## src/rtl/dds_cmd_ctrl_if.sv

```systemverilog
// Byte/register bus bundle for dds_cmd_ctrl.
//   master : the command controller (consumes UART rx/tx status, drives tx and register bus)
//   slave  : the environment (UART rx/tx and the DDS register file)
// Signals:
//   rx_data/rx_valid     received byte and its one-cycle strobe
//   tx_busy              transmitter shifting a byte
//   tx_start/tx_data     one-cycle send request and the response byte
//   reg_wr_en            one-cycle DDS register write strobe
//   reg_addr/reg_wdata   register address/data, held between writes
interface dds_cmd_ctrl_if;
  logic [7:0]  rx_data;
  logic        rx_valid;
  logic        tx_busy;
  logic        tx_start;
  logic [7:0]  tx_data;
  logic        reg_wr_en;
  logic [7:0]  reg_addr;
  logic [31:0] reg_wdata;

  modport master (
    input  rx_data, rx_valid, tx_busy,
    output tx_start, tx_data, reg_wr_en, reg_addr, reg_wdata
  );

  modport slave (
    output rx_data, rx_valid, tx_busy,
    input  tx_start, tx_data, reg_wr_en, reg_addr, reg_wdata
  );
endinterface

```

## src/rtl/dds_cmd_ctrl.sv

```systemverilog
// Command sequencer between the UART and the DDS register bank.
// Parses 7-byte frames (0x55, ADDR, D3..D0, CHK=XOR of ADDR..D0), issues one
// register write per valid frame and answers every completed frame with one
// ACK/NAK byte. Mid-frame silence aborts the frame without a response.
// Ports:
//   sys_clk, sys_rst_n  clock and asynchronous active-low reset
//   bus (master)        UART rx/tx handshake and DDS register bus
//   busy                high whenever the sequencer is not idle
//   err_cnt             saturating count of checksum failures, timeouts and dropped bytes
module dds_cmd_ctrl #(
  parameter int unsigned TIMEOUT_CYC = 20000,
  parameter logic [7:0]  ACK_BYTE    = 8'hA5,
  parameter logic [7:0]  NAK_BYTE    = 8'hEE
) (
  input  logic              sys_clk,
  input  logic              sys_rst_n,
  dds_cmd_ctrl_if.master    bus,
  output logic              busy,
  output logic [7:0]        err_cnt
);

  localparam int unsigned TMO_W    = 16;
  localparam logic [TMO_W-1:0] TMO_LAST = TMO_W'(TIMEOUT_CYC - 1);
  localparam logic [7:0] HDR_BYTE  = 8'h55;

  typedef enum logic [2:0] {
    S_IDLE, S_ADDR, S_DATA, S_CHK, S_WRITE, S_RESP
  } state_t;

  state_t           state;
  logic [7:0]       addr_sh;
  logic [31:0]      data_sh;
  logic [7:0]       xor_acc;
  logic [1:0]       byte_cnt;
  logic [TMO_W-1:0] tmo_cnt;

  logic in_frame_c;
  logic timeout_c;
  logic chk_ok_c;
  logic drop_c;
  logic err_inc_c;

  // Error sources; at most one increment per cycle regardless of how many fire.
  assign in_frame_c = (state == S_ADDR) || (state == S_DATA) || (state == S_CHK);
  assign timeout_c  = in_frame_c && !bus.rx_valid && (tmo_cnt == TMO_LAST);
  assign chk_ok_c   = (bus.rx_data == xor_acc);
  assign drop_c     = bus.rx_valid && ((state == S_WRITE) || (state == S_RESP));
  assign err_inc_c  = timeout_c || drop_c ||
                      ((state == S_CHK) && bus.rx_valid && !chk_ok_c);

  // Frame sequencer with registered outputs.
  always_ff @(posedge sys_clk or negedge sys_rst_n) begin
    if (!sys_rst_n) begin
      state         <= S_IDLE;
      addr_sh       <= '0;
      data_sh       <= '0;
      xor_acc       <= '0;
      byte_cnt      <= '0;
      tmo_cnt       <= '0;
      busy          <= 1'b0;
      err_cnt       <= '0;
      bus.tx_start  <= 1'b0;
      bus.tx_data   <= '0;
      bus.reg_wr_en <= 1'b0;
      bus.reg_addr  <= '0;
      bus.reg_wdata <= '0;
    end else begin
      bus.tx_start  <= 1'b0;
      bus.reg_wr_en <= 1'b0;

      if (err_inc_c && (err_cnt != 8'hFF)) begin
        err_cnt <= err_cnt + 8'd1;
      end

      if (in_frame_c) begin
        tmo_cnt <= bus.rx_valid ? '0 : tmo_cnt + TMO_W'(1);
      end

      case (state)
        S_IDLE: begin
          if (bus.rx_valid && (bus.rx_data == HDR_BYTE)) begin
            state   <= S_ADDR;
            busy    <= 1'b1;
            tmo_cnt <= '0;
          end
        end

        S_ADDR: begin
          if (timeout_c) begin
            state <= S_IDLE;
            busy  <= 1'b0;
          end else if (bus.rx_valid) begin
            addr_sh  <= bus.rx_data;
            xor_acc  <= bus.rx_data;
            byte_cnt <= '0;
            state    <= S_DATA;
          end
        end

        S_DATA: begin
          if (timeout_c) begin
            state <= S_IDLE;
            busy  <= 1'b0;
          end else if (bus.rx_valid) begin
            data_sh  <= {data_sh[23:0], bus.rx_data};
            xor_acc  <= xor_acc ^ bus.rx_data;
            byte_cnt <= byte_cnt + 2'd1;
            if (byte_cnt == 2'd3) begin
              state <= S_CHK;
            end
          end
        end

        // Write strobe is raised on the transition so it coincides with WRITE.
        S_CHK: begin
          if (timeout_c) begin
            state <= S_IDLE;
            busy  <= 1'b0;
          end else if (bus.rx_valid) begin
            if (chk_ok_c) begin
              bus.reg_wr_en <= 1'b1;
              bus.reg_addr  <= addr_sh;
              bus.reg_wdata <= data_sh;
              state         <= S_WRITE;
            end else begin
              bus.tx_data  <= NAK_BYTE;
              bus.tx_start <= !bus.tx_busy;
              state        <= S_RESP;
            end
          end
        end

        S_WRITE: begin
          bus.tx_data  <= ACK_BYTE;
          bus.tx_start <= !bus.tx_busy;
          state        <= S_RESP;
        end

        // tx_start may already be up from the previous cycle; then we are done.
        S_RESP: begin
          if (bus.tx_start) begin
            state <= S_IDLE;
            busy  <= 1'b0;
          end else if (!bus.tx_busy) begin
            bus.tx_start <= 1'b1;
          end
        end

        default: begin
          state <= S_IDLE;
          busy  <= 1'b0;
        end
      endcase
    end
  end

endmodule

```

## src/flat_wrapper.sv

```systemverilog
// flat-port wrapper written by rule: the top's interface ports become plain ports
module dds_cmd_ctrl_flat 
#(
  parameter int unsigned TIMEOUT_CYC = 20000,
  parameter logic [7:0]  ACK_BYTE    = 8'hA5,
  parameter logic [7:0]  NAK_BYTE    = 8'hEE
)
  (sys_clk, sys_rst_n, busy, err_cnt, bus_rx_data, bus_rx_valid, bus_tx_busy, bus_tx_start, bus_tx_data, bus_reg_wr_en, bus_reg_addr, bus_reg_wdata);
  dds_cmd_ctrl_if bus_i ();
  input  logic sys_clk;
  input  logic sys_rst_n;
  output logic busy;
  output logic [7:0] err_cnt;
  input wire logic [$bits(bus_i.rx_data)-1:0] bus_rx_data;
  input wire logic [$bits(bus_i.rx_valid)-1:0] bus_rx_valid;
  input wire logic [$bits(bus_i.tx_busy)-1:0] bus_tx_busy;
  output wire logic [$bits(bus_i.tx_start)-1:0] bus_tx_start;
  output wire logic [$bits(bus_i.tx_data)-1:0] bus_tx_data;
  output wire logic [$bits(bus_i.reg_wr_en)-1:0] bus_reg_wr_en;
  output wire logic [$bits(bus_i.reg_addr)-1:0] bus_reg_addr;
  output wire logic [$bits(bus_i.reg_wdata)-1:0] bus_reg_wdata;
  assign bus_i.rx_data = bus_rx_data;
  assign bus_i.rx_valid = bus_rx_valid;
  assign bus_i.tx_busy = bus_tx_busy;
  assign bus_tx_start = bus_i.tx_start;
  assign bus_tx_data = bus_i.tx_data;
  assign bus_reg_wr_en = bus_i.reg_wr_en;
  assign bus_reg_addr = bus_i.reg_addr;
  assign bus_reg_wdata = bus_i.reg_wdata;
  dds_cmd_ctrl #(.TIMEOUT_CYC(TIMEOUT_CYC), .ACK_BYTE(ACK_BYTE), .NAK_BYTE(NAK_BYTE)) u_core (.sys_clk(sys_clk), .sys_rst_n(sys_rst_n), .bus(bus_i), .busy(busy), .err_cnt(err_cnt));
endmodule
```

## config.mk

```make
export PLATFORM = sky130hd
export DESIGN_NAME = dds_cmd_ctrl_flat
export DESIGN_NICKNAME = d
export VERILOG_FILES = /design/src/rtl/dds_cmd_ctrl_if.sv /design/src/rtl/dds_cmd_ctrl.sv /design/src/flat_wrapper.sv
export SDC_FILE = /design/constraint.sdc
export NUM_CORES = 1
export LEC_CHECK = 0
export CAP_MARGIN = 0
export CORE_ASPECT_RATIO = 0.9
export CORE_MARGIN = 2
export CORE_UTILIZATION = 55
export CTS_BUF_LIST = sky130_fd_sc_hd__clkbuf_4 sky130_fd_sc_hd__clkbuf_8
export DETAILED_ROUTE_END_ITERATION = 8
export GPL_TIMING_DRIVEN = 1
export PLACE_DENSITY = 0.82
export SLEW_MARGIN = 5
export SYNTH_ARGS = -nofsm -noshare
export SYNTH_HDL_FRONTEND = slang
export SYNTH_SLANG_ARGS = --single-unit
export TNS_END_PERCENT = 10
```

## constraint.sdc

```tcl
create_clock -name sys_clk -period 2.9 [get_ports sys_clk]
set_input_delay 0.29 -clock sys_clk [delete_from_list [all_inputs] [get_ports sys_clk]]
set_output_delay 0.29 -clock sys_clk [all_outputs]
set_load 0.01 [all_outputs]
```

======== Word level (Yosys, flattened, before mapping) ========
Index checks and enable logic that the tools add are counted.
Widths: inputs -> output; s select.
storage, ports and cells
  bits in registers ....................... 128
  bits in latches ......................... 0
  memory bits (writable) .................. 0
  ROM bits ................................ 0
  bits of input ports ..................... 12
  output and inout port bits .............. 59
  memories kept ........................... 0
cells by class
  $add $sub $neg .......................... 3
  multiply operators ...................... 0
  div/mod/pow operators ................... 0
  order comparisons ....................... 0
  equal/unequal tests ..................... 24
  shift-type cells ........................ 0
  muxes and demuxes ....................... 43
  bitwise gates (word level) .............. 3
  reductions and logical operators ........ 26
operators by type and width
  operator               count
  $mux 16                4
  $mux 8                 7
  $pmux 8 s2             2
  $mux 3                 9
  $pmux 3 s6             1
  $add 16x1->16 const B  1
  $eq 16x15->1 const B   1
  $ne 2x2->1 const B     7
  $mux 1                 13
  $ne 3x2->1 const B     4
  $reduce_and 4->1       3
  $add 8x1->8 const B    1
  $eq 8x7->1 const B     1
  $eq 8x8->1             1
  $mux 2                 4
  $ne 8x8->1 const B     1
  $xor 8x8->8            1
  $logic_and 1x1->1      7
  $eq 3x2->1 const B     2
  $eq 3x3->1 const B     2
  $ne 2x1->1 const B     3
  $reduce_and 3->1       2
  $reduce_and 6->1       1
  $logic_or 1x1->1       5
  other kinds (12)       16

======== Longest topological paths before layout ========
Gate-level depths: netlist (run 1).
  word-level depth ........................ 8
  mapped depth ............................ 7

======== Worst setup path before layout (run 1) ========
OpenSTA, ideal clock, no wires.
  path kind ............................... register to register
  start point ............................. register u_core.tmo_cnt[6]
  end point ............................... register u_core.err_cnt[1]
  arrival ................................. 1882 ps
  setup slack ............................. 891 ps
  stages on the path, launching flop included .. 6
  path buffers ............................ 0
  path through ............................ dfrtp_1 or4_4 nor4_4 a22oi_4 a21boi_2 mux2_1
on the way
  word-level cells in the longest chain between the ends .. 5
RTL lines
  item                            RTL line            RTL
  from (decl)                     dds_cmd_ctrl.sv:35  logic [TMO_W-1:0] tmo_cnt;
  from (signal assigned)          dds_cmd_ctrl.sv:76  tmo_cnt <= bus.rx_valid ? '0 : tmo_cnt + TMO_W'(1);
  $eq 16x15->1                    dds_cmd_ctrl.sv:45  assign timeout_c = in_frame_c && !bus.rx_valid && (tmo_cnt == TMO_LAST);
  $logic_and 1x1->1               dds_cmd_ctrl.sv:45
  $logic_or 1x1->1 (2 in series)  dds_cmd_ctrl.sv:48  assign err_inc_c = timeout_c || drop_c ||
  $logic_and 1x1->1               dds_cmd_ctrl.sv:71  if (err_inc_c && (err_cnt != 8'hFF)) begin
  to (signal assigned)            dds_cmd_ctrl.sv:72  err_cnt <= err_cnt + 8'd1;
  to (decl)                       dds_cmd_ctrl.sv:19  output logic [7:0] err_cnt
Every way passes these cells.
A chain may end at the register's enable or synchronous reset.

======== Worst setup path in the final report (run 1) ========
  start point ............................. register u_core.state[0]
  end point ............................... register u_core.bus.reg_addr[0]
on the way
  word-level cells in the longest chain between the ends .. 7
  elaborated cells between the ends (all ways) .. 9
  those cells by class .................... 3 x eq/ne; 1 x bitwise; 5 x reduce/logical
RTL lines
  item                                      RTL line               RTL
  from (decl)                               dds_cmd_ctrl.sv:30     state_t state;
  from (signal assigned)                    dds_cmd_ctrl.sv:54     state <= S_IDLE;
  from (signal assigned)                    dds_cmd_ctrl.sv:82     state <= S_ADDR;
  from (signal assigned)                    dds_cmd_ctrl.sv:90     state <= S_IDLE;
  $eq 3x1->1 or $eq 3x2->1 (tied branches)  dds_cmd_ctrl.sv:44     assign in_frame_c = (state == S_ADDR) || (state == S_DATA) || (state == S_CHK);
  $logic_or 1x1->1 (2 in series)            dds_cmd_ctrl.sv:44
  $logic_and 1x1->1 (2 in series)           dds_cmd_ctrl.sv:45
  $not 1->1 (no line)                       -
  $reduce_and 4->1 (no line) (*)            -
  to (signal assigned)                      dds_cmd_ctrl.sv:122    bus.reg_addr <= addr_sh;
  to (decl)                                 dds_cmd_ctrl_if.sv:22  output tx_start, tx_data, reg_wr_en, reg_addr, reg_wdata
Mark *: on every way between the ends. The rest lies on a longest branch, timed or not.

==> results of run 1 <==
-- cell usage after synthesis, types with 2 or more instances --
cell / number
a211oi_1: 8
a21oi_1: 35
a2bb2oi_1: 2
a31oi_1: 9
and3_1: 4
and4bb_2: 2
buf_2: 8
buf_4: 5
clkbuf_1: 12
dfrtp_1: 123
ha_1: 3
inv_1: 5
mux2_1: 3
mux2_2: 79
mux2i_1: 2
nand2_1: 22
nand2b_1: 3
nand3_1: 11
nand4_1: 7
nor2_1: 45
nor2b_1: 12
nor3_1: 10
nor3_2: 2
nor3b_1: 2
nor4_1: 2
o21ai_0: 10
o21bai_1: 3
or3_1: 2
xnor2_1: 16
xor2_1: 7
-- worst max-delay path: stages (launching register included) --
cell	delay, ns
dfrtp_1	0.74
nand3_1	0.35
nor3_4	0.41
buf_12	0.27
mux2_2	0.37
-- timing repair --
item / CTS / global route
gates resized for setup: 0 / 0
endpoints found under the hold margin: 61 / 0
setup buffers: 0 / 0
hold buffers: 1 / 0
-- report_power, final --
part	switching, mW	internal [mW]
combinational	0.770	0.830
sequential	0.414	2.14
clock	0.706	1.24
total	1.89	4.21
-- flip-flops by register name (all words and copies together), names as in the netlist, 3 cells and up --
signal,cells
u_core.addr_sh,8
u_core.bus.reg_addr,8
u_core.bus.reg_wdata,32
u_core.bus.tx_data,3
u_core.data_sh,32
u_core.err_cnt,8
u_core.state,3
u_core.tmo_cnt,16
u_core.xor_acc,8
-- path summary, 6_finish.rpt --
check / to / slack, ns / cells past startpoint
max reg2reg: u_core.bus.reg_addr[0] / 0.62 / 4
min: u_core.bus.tx_start / 0.39 / 2
max in group asynchronous: u_core.addr_sh[0] / 1.60 / 3
min in group asynchronous: u_core.err_cnt[3] / 0.47 / 2
max: u_core.bus.reg_addr[0] / 0.62 / 4
min reg2reg: u_core.bus.tx_data[0] / 0.50 / 1
-- per-stage QoR --
stage          cells  setup slack [ns]  cell area, um^2  power, mW  utilization (%)
2_1_floorplan    467             0.891             5530       3.59                -
4_1_cts          685             0.652             6920       6.12             71.1
5_1_grt          685             0.528             6920       6.44             71.1
6_report         685             0.620             6920       6.10             71.1
3_3_place_gp     652             0.415             6400       4.04             65.7
3_5_place_dp     652             0.375             6400       4.16             65.7
-- routing by layer --
metal | part of all wire [%] | vias to the layer above
met1 | 43 | 1929
met3 | 4.0 | 31
met5 | 0 | -
met4 | 2.9 | 0
met2 | 50 | 106
li1 | - | 1821
-- layout make-up --
| cell class | instances | area [um^2] |
|---|---|---|
| clock buffers | 19 | 255 |
| clock inverters | 13 | 262 |
| fillers | 676 | 2820 |
| inverters | 5 | 18.8 |
| multi-input cells | 314 | 2320 |
| flip-flops and latches | 123 | 3080 |
| well taps | 126 | 158 |
| repair buffers | 85 | 836 |
-- logic make-up after synthesis --
group	Yosys count
and+or+nand+nor	128
buffers and inverters	30
AOI/OAI and AO/OA	75
DFF	123
other	1
muxes	84
xor gates and xnor gates	23
adders and majority gates	3
==> flow_summary.toml, run 1 <==
[die]
io_pins = 71
initial_core_util_pct = 56.7
core_area_um2 = 9740
rows = 34
die_area_um2 = 10900
die_w_um = 110
die_y_um = 99.1

[sta]
grt_setup_unrepaired = "false"
fin_crit_sh_pct = 78.6
fin_tns_setup_ns = 0
setup_viol = 0
finClkSkew_ns = 0.0114
worst_slew_pin_slew_ns = 0.821
hold_viol_final = 0
relSlewSlack_pct = 45.3
max_freq_ghz = 0.439
fin_crit_ns = 2.28
maxSlewViolCount = 0
holdWs_ns = 0.393

[synth]
synth_xor_area_share_pct = 3.65
synthTopCellsByArea = "dfrtp_1 56%, mux2_2 16%, a21oi_1 3.2%"
ys_ff_latch = 123
synth_area_leader_cell = "dfrtp_1"
yosysWarnings = 0
synthFlopType = "dfrtp_1"
synth-async-reset-ratio_pct = 100
synth_cell_types = 43
synth_edf_count = 0
yosys.area.top_type_share_pct = 55.7
synth_simple_gate_area_share_pct = 11.8
netlist_area_um2 = 5530
synth-compound-area-share_pct = 8.45
synthAdderAreaFrac_pct = 0.679
synth_nets = 482
syn_area_per_cell_um2 = 11.8
synth_top_family_by_area = "multiplexers"
synthCells = 467
synthMuxAreaShare_pct = 17.1
seq_area_frac_synth_pct = 55.7

[cts]
htree_levels = 4
cts_tree = "done"
numClockSinks = 123
clk_latency_ns = 0.44
cts_root_buffer = "clkbuf_8"
cts_buffer_depth = 2
path_clk_slew_ns = 0.07
cts_buffers = 17

[job]
drv_cap = 0

[global_routing]
gr-usage-all-layers_pct = 23.7
grt_use_met1_pct = 32.6
grt_use_met3_pct = 4.37
grt_remaining_overflow = 0
grt_max_degree = 64
grt_pass1_wl_mm = 19.7
busiest_layer = "met2"
antenna_found_initial = 0
grt_pass1_vias = 3929
use_met2_pct = 36.0

[power]
leakagePower_nw = 3.11
ir_drop_mv = 0.610
p_per_area_nw_per_um2 = 881

[setup_path]
crit_type = "reg2reg"
arrival_ns = 2.60
reg2reg_from = "u_core.state[0]"
startpoint_type = "register"
crit_start = "u_core.state[0]"
required_ns = 3.22
cp-end-kind = "register"
crit_fanout = 36

[cells_and_area]
final_cell_mix = "123 x dfrtp_1, 79 x mux2_2, 68 x clkdlybuf4s50_1, 45 x nor2_1, 35 x a21oi_1"
layout.nets = 561
final_common_cell = "dfrtp_1"
areaGrowthSynthToFinish_pct = 25.3
antenna_cells = 0
layout-drive-gt1-share_pct = 24.7

[route]
viasPerCell = 5.67
wl_mm = 11.6
vias = 3887
drc = 0
drtAntennaViolNets = 0
drt_iter0_drc = 283
dr.pass1.iters = 5
wl_per_cell_um = 17.0

[placement]
gp_congestion = 0.838
io_buffers = 69
hpwl_mm = 7.66

[worst_hold_path]
hold_path.startpoint = "bus_tx_busy"
hp-class = "in2reg"

[outcome]
status = "completed"
Note: power is estimated with default switching activity, not from simulation.
==> inputs of run 2 (changes only) <==
--- a/config.mk
+++ b/config.mk
@@ -8,7 +8,7 @@
 export CAP_MARGIN = 0
 export CORE_ASPECT_RATIO = 0.9
 export CORE_MARGIN = 2
-export CORE_UTILIZATION = 55
+export CORE_UTILIZATION = 52
 export CTS_BUF_LIST = sky130_fd_sc_hd__clkbuf_4 sky130_fd_sc_hd__clkbuf_8
 export DETAILED_ROUTE_END_ITERATION = 8
 export GPL_TIMING_DRIVEN = 1
==> constraint.sdc (replaced) <==
create_clock -name sys_clk -period 2 [get_ports sys_clk]
set_input_delay 0.2 -clock sys_clk [delete_from_list [all_inputs] [get_ports sys_clk]]
set_output_delay 0.2 -clock sys_clk [all_outputs]
set_load 0.01 [all_outputs]
==> flow_summary.toml, run 2 (synthesis results as in run 1) <==
[global_routing]
grt_pass1_vias = 3981
gr-usage-all-layers_pct = 21.5
antenna_found_initial = 0
grt_pass1_wl_mm = 19.5
grt_remaining_overflow = 0
grt_max_degree = 51

[route]
dr.pass1.iters = 5
vias = 4053
drc = 0
viasPerCell = 5.64
drtAntennaViolNets = 0
wl_mm = 12.3
drt_iter0_drc = 343
wl_per_cell_um = 17.1

[cts]
path_clk_slew_ns = 0.07
cts_buffers = 17
htree_levels = 4
numClockSinks = 123
cts_buffer_depth = 2
cts_root_buffer = "clkbuf_8"
clk_latency_ns = 0.42
cts_tree = "done"

[die]
initial_core_util_pct = 53.7
die_area_um2 = 11500
core_area_um2 = 10300
die_y_um = 102
io_pins = 71
die_w_um = 113
rows = 35

[job]
drv_cap = 0

[setup_path]
crit_type = "reg2reg"
required_ns = 2.31
arrival_ns = 2.27
cp-end-kind = "register"
regToRegSetupSlack_ns = 0.04
startpoint_type = "register"
crit_fanout = 3

[power]
power_mw = 8.59
p_per_area_nw_per_um2 = 1200
leakagePower_nw = 3.24
ir_drop_mv = 0.819

[cells_and_area]
layout-drive-gt1-share_pct = 29.0
areaGrowthSynthToFinish_pct = 29.2
layout.nets = 593
final_common_cell = "dfrtp_1"
utilization_pct = 69.3
reg_top3 = "u_core.bus.reg_wdata: 32 flops, u_core.data_sh: 32 flops, u_core.tmo_cnt: 16 flops"
antenna_cells = 0
final_cell_mix = "123 x dfrtp_1, 79 x mux2_2, 68 x clkdlybuf4s50_1, 45 x nor2_1, 42 x buf_4"

[sta]
fin_crit_ns = 1.96
fin_tns_setup_ns = 0
holdWs_ns = 0.300
max_freq_ghz = 0.510
maxSlewViolCount = 0
fin_ws_ns = 0.0387
hold_viol_final = 0
fin_crit_sh_pct = 98.1
grt_setup_unrepaired = "false"
finClkSkew_ns = 0.0101
setup_viol = 0

[placement]
place_ws_ns = -0.283
io_buffers = 69
gp_congestion = 0.862
hpwl_mm = 8.15

[worst_hold_path]
hp-class = "in2async"

[outcome]
status = "completed"
## run 2: cell count changes in the layout (fill, tap and decap cells not counted), moves of 2 or more
cell / delta
bufinv_16: -3
inv_6: -3
clkinv_4: -2
buf_12: +2
clkinv_2: +3
buf_4: +28
clkbuf_4: +2
## run 2: path summary, 6_finish.rpt
| path | startpoint | to | cells after the start |
|---|---|---|---|
| min reg2reg | u_core.data_sh[29] | u_core.bus.reg_wdata[29] | 1 |
| max | u_core.tmo_cnt[5] | u_core.err_cnt[6] | 5 |
| min | sys_rst_n | u_core.err_cnt[7] | 2 |
| max reg2reg | u_core.tmo_cnt[5] | u_core.err_cnt[6] | 5 |
| max in group asynchronous | sys_rst_n | u_core.data_sh[5] | 3 |
| min in group sys_clk | bus_tx_busy | u_core.bus.tx_start | 2 |
## run 2: what timing repair did
item	CTS	global route
endpoints found under the hold margin	33	0
buffers inserted	0	2
hold buffers	1	0
endpoints found under the setup margin	0	41
gates resized for setup	0	3
## run 2: power breakdown
group	switching [mW]	total, mW	leakage, nW	internal, mW
registers	0.542	3.65	1.62	3.11
logic	1.24	2.58	1.41	1.33
clock network	0.920	2.37	0.219	1.45
total	2.70	8.59	3.24	5.89
## run 2: cell type report
cell class                      count  area [um^2]
Clock buffer                       22          284
Clock inverter                      8          143
Fill cell                         679         3150
Inverter                            5         18.8
Multi-Input combinational cell    314         2330
Sequential cell                   123         3080
Tap cell                          129          161
Timing Repair Buffer              117         1120
## run 2: critical path, cell delays in order (launching register included)
cell	delay [ns]
dfrtp_1	0.39
or4b_4	0.53
nor4_4	0.32
a22oi_4	0.10
a21oi_1	0.18
mux2_1	0.33
## run 2: through the flow
| stage | std cells | instance area, um^2 |
|---|---|---|
| after floorplan | 467 | 5530 |
| after global placement | 684 | 6650 |
| after detailed placement | 684 | 6650 |
| after CTS | 715 | 7080 |
| after global routing | 718 | 7140 |
| final | 718 | 7140 |
## run 2: layer usage
| layer | wire length (um) | share of wire [%] | track usage (%) | vias up |
|---|---|---|---|---|
| li1 | - | - | - | 1872 |
| met1 | 5210 | 42 | 27.6 | 2019 |
| met2 | 6240 | 51 | 35.7 | 145 |
| met3 | 609 | 5.0 | 5.21 | 17 |
| met4 | 225 | 1.8 | 8.35 | 0 |
| met5 | 0 | 0 | 0 | - |
